### src/rtl/mux_tree_pkg.sv
// Shared constants and elaboration helpers for the pipelined radix-4 mux tree.
//   RADIX / RADIX_LOG2 : fan-in of one tree level and its select width.
//   n_cand(level, l)   : candidates registered by tree level `level` of an l-level tree.
//   cand_base(lvl, l)  : candidate offset of bus level `lvl` inside the flattened candidate bus
//                        (bus level 0 is the raw input, bus level l is the single result).
//   sel_w_legal(sel_w) : select width must be even and at least 2.
package mux_tree_pkg;

  localparam int unsigned RADIX      = 4;
  localparam int unsigned RADIX_LOG2 = 2;

  function automatic int unsigned n_cand(input int unsigned level, input int unsigned l);
    return 32'd1 << (RADIX_LOG2 * (l - level - 1));
  endfunction

  // Sum of 4^(l-k) for k < lvl, in closed form.
  function automatic int unsigned cand_base(input int unsigned lvl, input int unsigned l);
    return ((32'd1 << (RADIX_LOG2 * (l + 1))) - (32'd1 << (RADIX_LOG2 * (l - lvl + 1)))) / 3;
  endfunction

  function automatic bit sel_w_legal(input int unsigned sel_w);
    return (sel_w >= 2) && (sel_w % 2 == 0);
  endfunction

endpackage

### src/rtl/mux4_stage.sv
// One level of the mux tree: N_OUT radix-4 muxes feeding a register stage with valid/ready.
//   clk, rst_n          : clock, synchronous active-low reset
//   up_valid / up_ready : upstream handshake (up_ready = this stage can load)
//   up_cand, up_sel     : 4*N_OUT candidates and the full select carried with the item
//   dn_valid / dn_ready : downstream handshake
//   dn_cand, dn_sel     : registered N_OUT candidates and carried select
module mux4_stage
  import mux_tree_pkg::*;
#(
  parameter int unsigned DATA_W = 1,
  parameter int unsigned N_OUT  = 1,
  parameter int unsigned SEL_W  = 2,
  parameter int unsigned LEVEL  = 0
) (
  input  logic                            clk,
  input  logic                            rst_n,
  input  logic                            up_valid,
  output logic                            up_ready,
  input  logic [RADIX*N_OUT*DATA_W-1:0]   up_cand,
  input  logic [SEL_W-1:0]                up_sel,
  output logic                            dn_valid,
  input  logic                            dn_ready,
  output logic [N_OUT*DATA_W-1:0]         dn_cand,
  output logic [SEL_W-1:0]                dn_sel
);

  localparam int unsigned SelLsb = RADIX_LOG2 * LEVEL;

  logic [RADIX_LOG2-1:0]     pick;
  logic [N_OUT*DATA_W-1:0]   mux_out;
  logic                      valid_q;
  logic [N_OUT*DATA_W-1:0]   cand_q;
  logic [SEL_W-1:0]          sel_q;

  assign pick = up_sel[SelLsb +: RADIX_LOG2];

  always_comb begin
    mux_out = '0;
    for (int unsigned j = 0; j < N_OUT; j++) begin
      mux_out[j*DATA_W +: DATA_W] = up_cand[(j*RADIX + 32'(pick))*DATA_W +: DATA_W];
    end
  end

  // Load whenever the register is empty or its content leaves this cycle.
  assign up_ready = !valid_q || dn_ready;

  always_ff @(posedge clk) begin
    if (!rst_n) begin
      valid_q <= 1'b0;
      cand_q  <= '0;
      sel_q   <= '0;
    end else if (up_ready) begin
      valid_q <= up_valid;
      if (up_valid) begin
        cand_q <= mux_out;
        sel_q  <= up_sel;
      end
    end
  end

  assign dn_valid = valid_q;
  assign dn_cand  = cand_q;
  assign dn_sel   = sel_q;

endmodule

### src/rtl/mux_tree_pipe.sv
// Pipelined N:1 multiplexer (N = 2**SEL_W) built from SEL_W/2 radix-4 levels, one register
// per level, valid/ready on both sides. Latency is SEL_W/2 cycles, throughput 1 item/cycle.
//   clk, rst_n            : clock, synchronous active-low reset
//   scan                  : (MUX_TREE_SCAN_EN only) select from internal wrapping counter
//   in_valid / in_ready   : input handshake; in_ready is combinational and 0 during reset
//   in_data               : channel k at in_data[k*DATA_W +: DATA_W]
//   in_sel                : channel to select
//   out_valid / out_ready : output handshake
//   out_data, out_sel     : selected value and the select that produced it
// Optional feature macro: MUX_TREE_SCAN_EN.
module mux_tree_pipe
  import mux_tree_pkg::*;
#(
  parameter int unsigned DATA_W = 1,
  parameter int unsigned SEL_W  = 4
) (
  input  logic                          clk,
  input  logic                          rst_n,
`ifdef MUX_TREE_SCAN_EN
  input  logic                          scan,
`endif
  input  logic                          in_valid,
  output logic                          in_ready,
  input  logic [(2**SEL_W)*DATA_W-1:0]  in_data,
  input  logic [SEL_W-1:0]              in_sel,
  output logic                          out_valid,
  input  logic                          out_ready,
  output logic [DATA_W-1:0]             out_data,
  output logic [SEL_W-1:0]              out_sel
);

  localparam int unsigned L      = SEL_W / 2;
  localparam int unsigned BusW   = DATA_W * cand_base(L + 1, L);

  if (!sel_w_legal(SEL_W)) begin : g_bad_sel_w
    $error("mux_tree_pipe: SEL_W must be even and >= 2");
  end

  // All tree levels share one flat bus; bus level i holds 4^(L-i) candidates.
  logic [BusW-1:0]  cand_bus;
  logic [L:0]       valid_v;
  logic [L:0]       ready_v;
  logic [SEL_W-1:0] sel_v [L+1];
  logic [SEL_W-1:0] sel_eff;

`ifdef MUX_TREE_SCAN_EN
  logic [SEL_W-1:0] scan_cnt;

  always_ff @(posedge clk) begin
    if (!rst_n) begin
      scan_cnt <= '0;
    end else if (scan && in_valid && in_ready) begin
      scan_cnt <= scan_cnt + 1'b1;
    end
  end

  assign sel_eff = scan ? scan_cnt : in_sel;
`else
  assign sel_eff = in_sel;
`endif

  assign cand_bus[0 +: (2**SEL_W)*DATA_W] = in_data;
  assign sel_v[0]   = sel_eff;
  assign valid_v[0] = in_valid;
  assign ready_v[L] = out_ready;

  for (genvar i = 0; i < L; i++) begin : g_lvl
    localparam int unsigned NOut     = n_cand(i, L);
    localparam int unsigned InBase   = DATA_W * cand_base(i, L);
    localparam int unsigned OutBase  = DATA_W * cand_base(i + 1, L);

    mux4_stage #(
      .DATA_W (DATA_W),
      .N_OUT  (NOut),
      .SEL_W  (SEL_W),
      .LEVEL  (i)
    ) u_stage (
      .clk      (clk),
      .rst_n    (rst_n),
      .up_valid (valid_v[i]),
      .up_ready (ready_v[i]),
      .up_cand  (cand_bus[InBase +: RADIX*NOut*DATA_W]),
      .up_sel   (sel_v[i]),
      .dn_valid (valid_v[i+1]),
      .dn_ready (ready_v[i+1]),
      .dn_cand  (cand_bus[OutBase +: NOut*DATA_W]),
      .dn_sel   (sel_v[i+1])
    );
  end

  assign in_ready  = rst_n && ready_v[0];
  assign out_valid = valid_v[L];
  assign out_data  = cand_bus[DATA_W*cand_base(L, L) +: DATA_W];
  assign out_sel   = sel_v[L];

endmodule

### config.mk
export PLATFORM = sky130hd
export DESIGN_NAME = mux_tree_pipe
export DESIGN_NICKNAME = d
export VERILOG_FILES = /design/src/rtl/mux_tree_pkg.sv /design/src/rtl/mux4_stage.sv /design/src/rtl/mux_tree_pipe.sv
export SDC_FILE = /design/constraint.sdc
export NUM_CORES = 1
export LEC_CHECK = 0
export ABC_AREA = 1
export BUFFER_PORTS_ARGS = -buffer_cell sky130_fd_sc_hd__buf_2
export CORE_MARGIN = 3
export CORE_UTILIZATION = 43
export DETAILED_ROUTE_END_ITERATION = 8
export GPL_TIMING_DRIVEN = 0
export PLACE_DENSITY = 0.81
export SLEW_MARGIN = 20
export SYNTH_ARGS = -nofsm -noshare
export SYNTH_HDL_FRONTEND = slang
export SYNTH_SLANG_ARGS = --single-unit
### constraint.sdc
create_clock -name clk -period 0.9 [get_ports clk]
set_input_delay 0.18 -clock clk [delete_from_list [all_inputs] [get_ports clk]]
set_output_delay 0.18 -clock clk [all_outputs]
set_load 0.005 [all_outputs]
# Word-level counts from Yosys, hierarchy flattened
# Cells that the tools add are included.
dict set report word_totals {
  ff_bits 15
  latch_bits 0
  ram_bits 0
  mem_bits_ro 0
  inputBits 24
  out_inout_bits 7
  word_cells 21
  mem_count 0
}
dict set report classes {
  addsub 3
  multipliers 0
  n_div 0
  n_lt_le_gt_ge 0
  n_eq_ne 0
  shifts 5
  muxes 0
  bitwise 0
  reduce_logical 7
}
# operator count
set ops {}
lappend ops {{16-bit by 33-bit indexed part select with 1-bit output} 3}
lappend ops {{16-bit by 3-bit indexed part select with 1-bit output} 1}
lappend ops {{4-bit by 2-bit adder with 5-bit output, first input constant} 2}
lappend ops {{3-bit by 2-bit adder with 4-bit output, first input constant} 1}
lappend ops {{2-bit AND reduction} 2}
lappend ops {{4-bit by 3-bit indexed part select with 1-bit output} 1}
lappend ops {{1-bit zero test} 2}
lappend ops {{1-bit logical OR} 2}
lappend ops {{1-bit logical AND} 1}

# Depth between registers and ports, before layout
dict set report logic_depth {
  depth_word 4
  ltp_mapped 7
  mapped_depth_nobuf 6
}

# Modules after synthesis
# From an unflattened synthesis, not the netlist that was laid out.
dict set report hier_totals {
  hier_cells 116
  area_unflattened_um2 784.5
}
# mod n_inst cells_each area_each_um2 seq_area_each_um2
set by_module_without_submodules {}
lappend by_module_without_submodules {{mux4_stage (g_lvl[0].u_stage)} 1 78 510.5 180.2}
lappend by_module_without_submodules {{mux4_stage (g_lvl[1].u_stage)} 1 36 266.5 120.1}
lappend by_module_without_submodules {mux_tree_pipe 1 2 7.5 0.0}

# Worst setup path before layout
# No wires, ideal clock.
dict set report synth_timing {
  path_type {register to register}
  startpoint {reg g_lvl[1].u_stage.valid_q}
  endpoint {reg g_lvl[0].u_stage.cand_q[3]}
  setup_time_ns 0.112
  t_arrival_ns 0.820
  t_required_ns 0.788
  slack_ns -0.032
  path_stages_with_launch 7
  n_path_buf 1
  period_less_slack_ns 0.932
  cell_sequence {dfxtp_1 -> nand3_2 -> nand2_4 -> buf_12 -> nand2_4 -> nand2_2 -> nor2_2}
}
dict set report synth_via {
  elab_chain_cells 4
}
# item line
set synth_lines {}
lappend synth_lines {{start, declared} mux4_stage.sv:31} ;# logic valid_q;
lappend synth_lines {{start signal, assigned} mux4_stage.sv:53} ;# valid_q <= up_valid;
lappend synth_lines {{1-bit zero test} mux4_stage.sv:45} ;# assign up_ready = !valid_q || dn_ready;
lappend synth_lines {{1-bit logical OR (2 in series)} mux4_stage.sv:45}
lappend synth_lines {{2-bit AND reduction (no source line)} -}
lappend synth_lines {{end signal, assigned} mux4_stage.sv:55} ;# cand_q <= mux_out;
lappend synth_lines {{end, declared} mux4_stage.sv:32} ;# logic [N_OUT*DATA_W-1:0] cand_q;
# No other way between the ends.
# A chain may end at the register's enable or synchronous reset.

# Final worst setup path
dict set report layout_timing {
  startpoint {reg g_lvl[1].u_stage.valid_q}
  endpoint {out in_ready}
}
dict set report layout_via {
  elab_chain_cells 4
}
# item line
set layout_lines {}
lappend layout_lines {{1-bit zero test} mux4_stage.sv:45}
lappend layout_lines {{1-bit logical OR (2 in series)} mux4_stage.sv:45}
lappend layout_lines {{1-bit logical AND} mux_tree_pipe.sv:91} ;# assign in_ready = rst_n && ready_v[0];
lappend layout_lines {{end, declared} mux_tree_pipe.sv:23} ;# output logic in_ready,
# No other way between the ends.

==> impl_metrics.py <==
metrics = {
    "detailed_routing": {
        "via_per_inst": 4.46,
        "wirelength_um": 2040,
        "wl_per_cell_um": 10.4,
        "drc": 0,
        "final_antenna_net_count": 0,
        "first_pass_iters": 4,
        "drtIter0Drc": 6,
        "via_count": 874,
    },
    "worst_setup_path": {
        "start_kind": "register",
        "crit_buf_inv": 2,
        "cp.arrival_ns": 0.92,
        "cp_slowest_stage_delay_ns": 0.36,
        "critPathRequiredTime_ns": 0.72,
        "path_class": "register to primary output",
        "critPathTopFamily": "flip-flops",
        "worstPathCellList": "nand3_4, nand2_1, inv_1, buf_2",
        "end_kind": "primary output",
        "critPathMaxFanout": 2,
        "crit_slowest_cell": "dfxtp_2",
    },
    "cts": {
        "cts_max_path_buffers": 2,
        "clkLatencyLatePin_ns": 0.30,
        "cts_sinks": 15,
        "cts_tree": "built",
        "clock-root-buffer": "clkbuf_4",
        "clkSlewWorstSetupHoldPaths_ns": 0.10,
        "htreeDepth": 1,
        "cts_buffers": 3,
    },
    "floorplanning": {
        "pin_count": 31,
        "coreArea_um2": 1800,
        "dieArea_um2": 2560,
        "fp-row-count": 15,
        "die_h_um": 50.6,
        "fp.dieW_um": 50.6,
        "start_util": 0.474,
    },
    "placed_design": {
        "dp_hpwl_um": 1420,
        "port_buffers": 29,
        "gp_congestion": 0.791,
    },
    "timing": {
        "fin_crit_sh": 1.23,
        "fin_ws_ns": -0.204,
        "setup-tns-final_ns": -2.06,
        "max_slew_margin": 0.845,
        "rsz0062_at_grt": "yes",
        "slew_violations": 0,
        "finClkSkew_ns": 0.0130,
        "final-setup-viol-count": 21,
        "fin_crit_ns": 1.10,
        "fmax_ghz": 0.905,
        "hold_violations": 0,
        "worst_slew_pin_slew_ns": 0.233,
    },
    "power_and_ir_drop": {
        "p_sw_uw": 470,
        "power.leakage_uw": 0.000661,
        "swShare": 0.304,
        "power_frac_comb": 0.254,
        "powerDensity_nw_per_um2": 1290,
        "clkPwrFrac": 0.256,
        "seqPwrFrac": 0.490,
        "peakVddDrop_v": 0.000615,
        "p_int_uw": 1070,
        "p_total_uw": 1550,
    },
    "grt": {
        "grt_overflow": 0,
        "antenna_found_initial": 0,
        "grt_first_pass_wirelength_um": 3280,
        "grt_max_degree": 11,
        "grt_pass1_vias": 854,
        "track_usage": 0.166,
    },
    "final_layout": {
        "syn2layout_area_growth_pct": 40.1,
        "nNetsFinal": 196,
        "fillerInstances": 169,
        "fin_util": 0.665,
        "antenna_cells": 0,
        "drive_gt1_frac": 0.433,
        "regArea_um2": 309,
        "multi_input_area_um2": 450,
    },
    "synth": {
        "synth_fp_nets": 156,
        "synth_cell_types": 17,
        "ys_ff_latch": 15,
        "synth-seq-area-share": 0.351,
        "yosysWarnings": 0,
        "syn_area_per_cell_um2": 6.47,
        "synthCells": 132,
        "syn_area_um2": 855,
    },
    "status": {
        "failed_checks": "negative setup slack",
        "status": "finished with violations",
    },
    "min_path": {
        "hold_class": "input pin to register",
    },
    "run": {
        "max_cap_viol_count": 0,
    },
}
[tightest hold or removal path, delay by kind of cell]
| family | cells | cell delay, ns |
|---|---|---|
| AND/OR/NAND/NOR | 1 | 0.06 |
| buffers and inverters | 1 | 0.09 |
| AO/OA/AOI/OAI | 1 | 0.06 |
[final timing paths]
path / from / to / slack [ns] / depth (start not counted)
max: g_lvl[1].u_stage.dn_valid$_SDFFE_PN0P_ / in_ready / -0.20 / 4
min: in_sel[2] / g_lvl[0].u_stage.dn_sel[2]$_SDFFE_PN0P_ / 0.12 / 3
max reg2reg: g_lvl[1].u_stage.dn_valid$_SDFFE_PN0P_ / g_lvl[0].u_stage.dn_sel[3]$_SDFFE_PN0P_ / -0.18 / 7
min reg2reg: g_lvl[1].u_stage.dn_sel[3]$_SDFFE_PN0P_ / g_lvl[1].u_stage.dn_sel[3]$_SDFFE_PN0P_ / 0.48 / 2
[timing repair]
item | CTS | global route
gates resized for setup | 16 | 9
buffers inserted | 4 | 1
pin swaps | 2 | 3
hold buffers | 0 | 0
setup endpoints to repair | 20 | 22
gates cloned | 1 | 0
[cells in the final DEF, fill, tap and decap left out, drive strengths merged]
master  instances
nand2          39
buf            38
inv            29
nor2           24
dfxtp          15
nand3          10
o21ai           8
a21oi           4
clkbuf          3
clkinv          1
[kinds of logic (layout without fill, tap and decap cells)]
| family | Yosys count | after routing | share of synthesized area |
|---|---|---|---|
| AND/OR/NAND/NOR | 73 | 73 | 0.385 |
| buffers and inverters | 32 | 71 | 0.176 |
| flip-flops | 15 | 15 | 0.351 |
| AO/OA/AOI/OAI | 12 | 12 | 0.0878 |
[metrics by stage]
step,std cells,hold WS (ns),setup WS [ns],area (um2)
after floorplan,132,0.296,0.00113,856
after global placement,186,0.415,-0.0576,1030
after detailed placement,186,0.433,-0.0993,1030
after CTS,195,0.134,-0.203,1160
after global routing,196,0.126,-0.242,1200
final,196,0.121,-0.204,1200
[flip-flops by register name, indices dropped and copies added (netlist names)]
signal and count:
g_lvl.u_stage.dn_cand 5, g_lvl.u_stage.dn_sel 8, g_lvl.u_stage.dn_valid 2
[synthesized netlist by cell type]
library cell / count / area [um2]
a21oi_1: 4 / 20.0
buf_12: 1 / 20.0
buf_4: 1 / 7.51
buf_6: 1 / 11.3
dfxtp_1: 15 / 300
inv_1: 27 / 101
inv_2: 1 / 3.75
inv_4: 1 / 6.26
nand2_1: 36 / 135
nand2_2: 1 / 6.26
nand2_4: 2 / 22.5
nand3_1: 9 / 45.0
nand3_2: 1 / 10.0
nor2_1: 16 / 60.1
nor2_2: 8 / 50.1
o21ai_0: 4 / 20.0
o21ai_2: 4 / 35.0
[per-layer routing]
metal	wire [um]	vias up	track usage
met5	0	-	0
met4	48	0	0.0852
met3	105	5	0.0178
met2	1110	29	0.324
met1	770	372	0.170
li1	-	468	-
[layout make-up]
| type | count | area share |
|---|---|---|
| buffer | 3 | 0.0324 |
| clock buffer | 3 | 0.0188 |
| clock inverter | 1 | 0.00418 |
| inverter | 29 | 0.0951 |
| multi-input combinational | 85 | 0.376 |
| sequential | 15 | 0.258 |
| tap | 25 | 0.0261 |
| timing repair buffer | 35 | 0.189 |
[power by group through the flow]
stage	combinational, uW	sequential [uW]	clock, uW
after floorplan	213	754	0
after global placement	309	753	0
after detailed placement	323	757	0
after CTS	369	748	395
after global routing	436	763	427
final	392	757	396
Note: power is estimated with default switching activity, not from simulation.
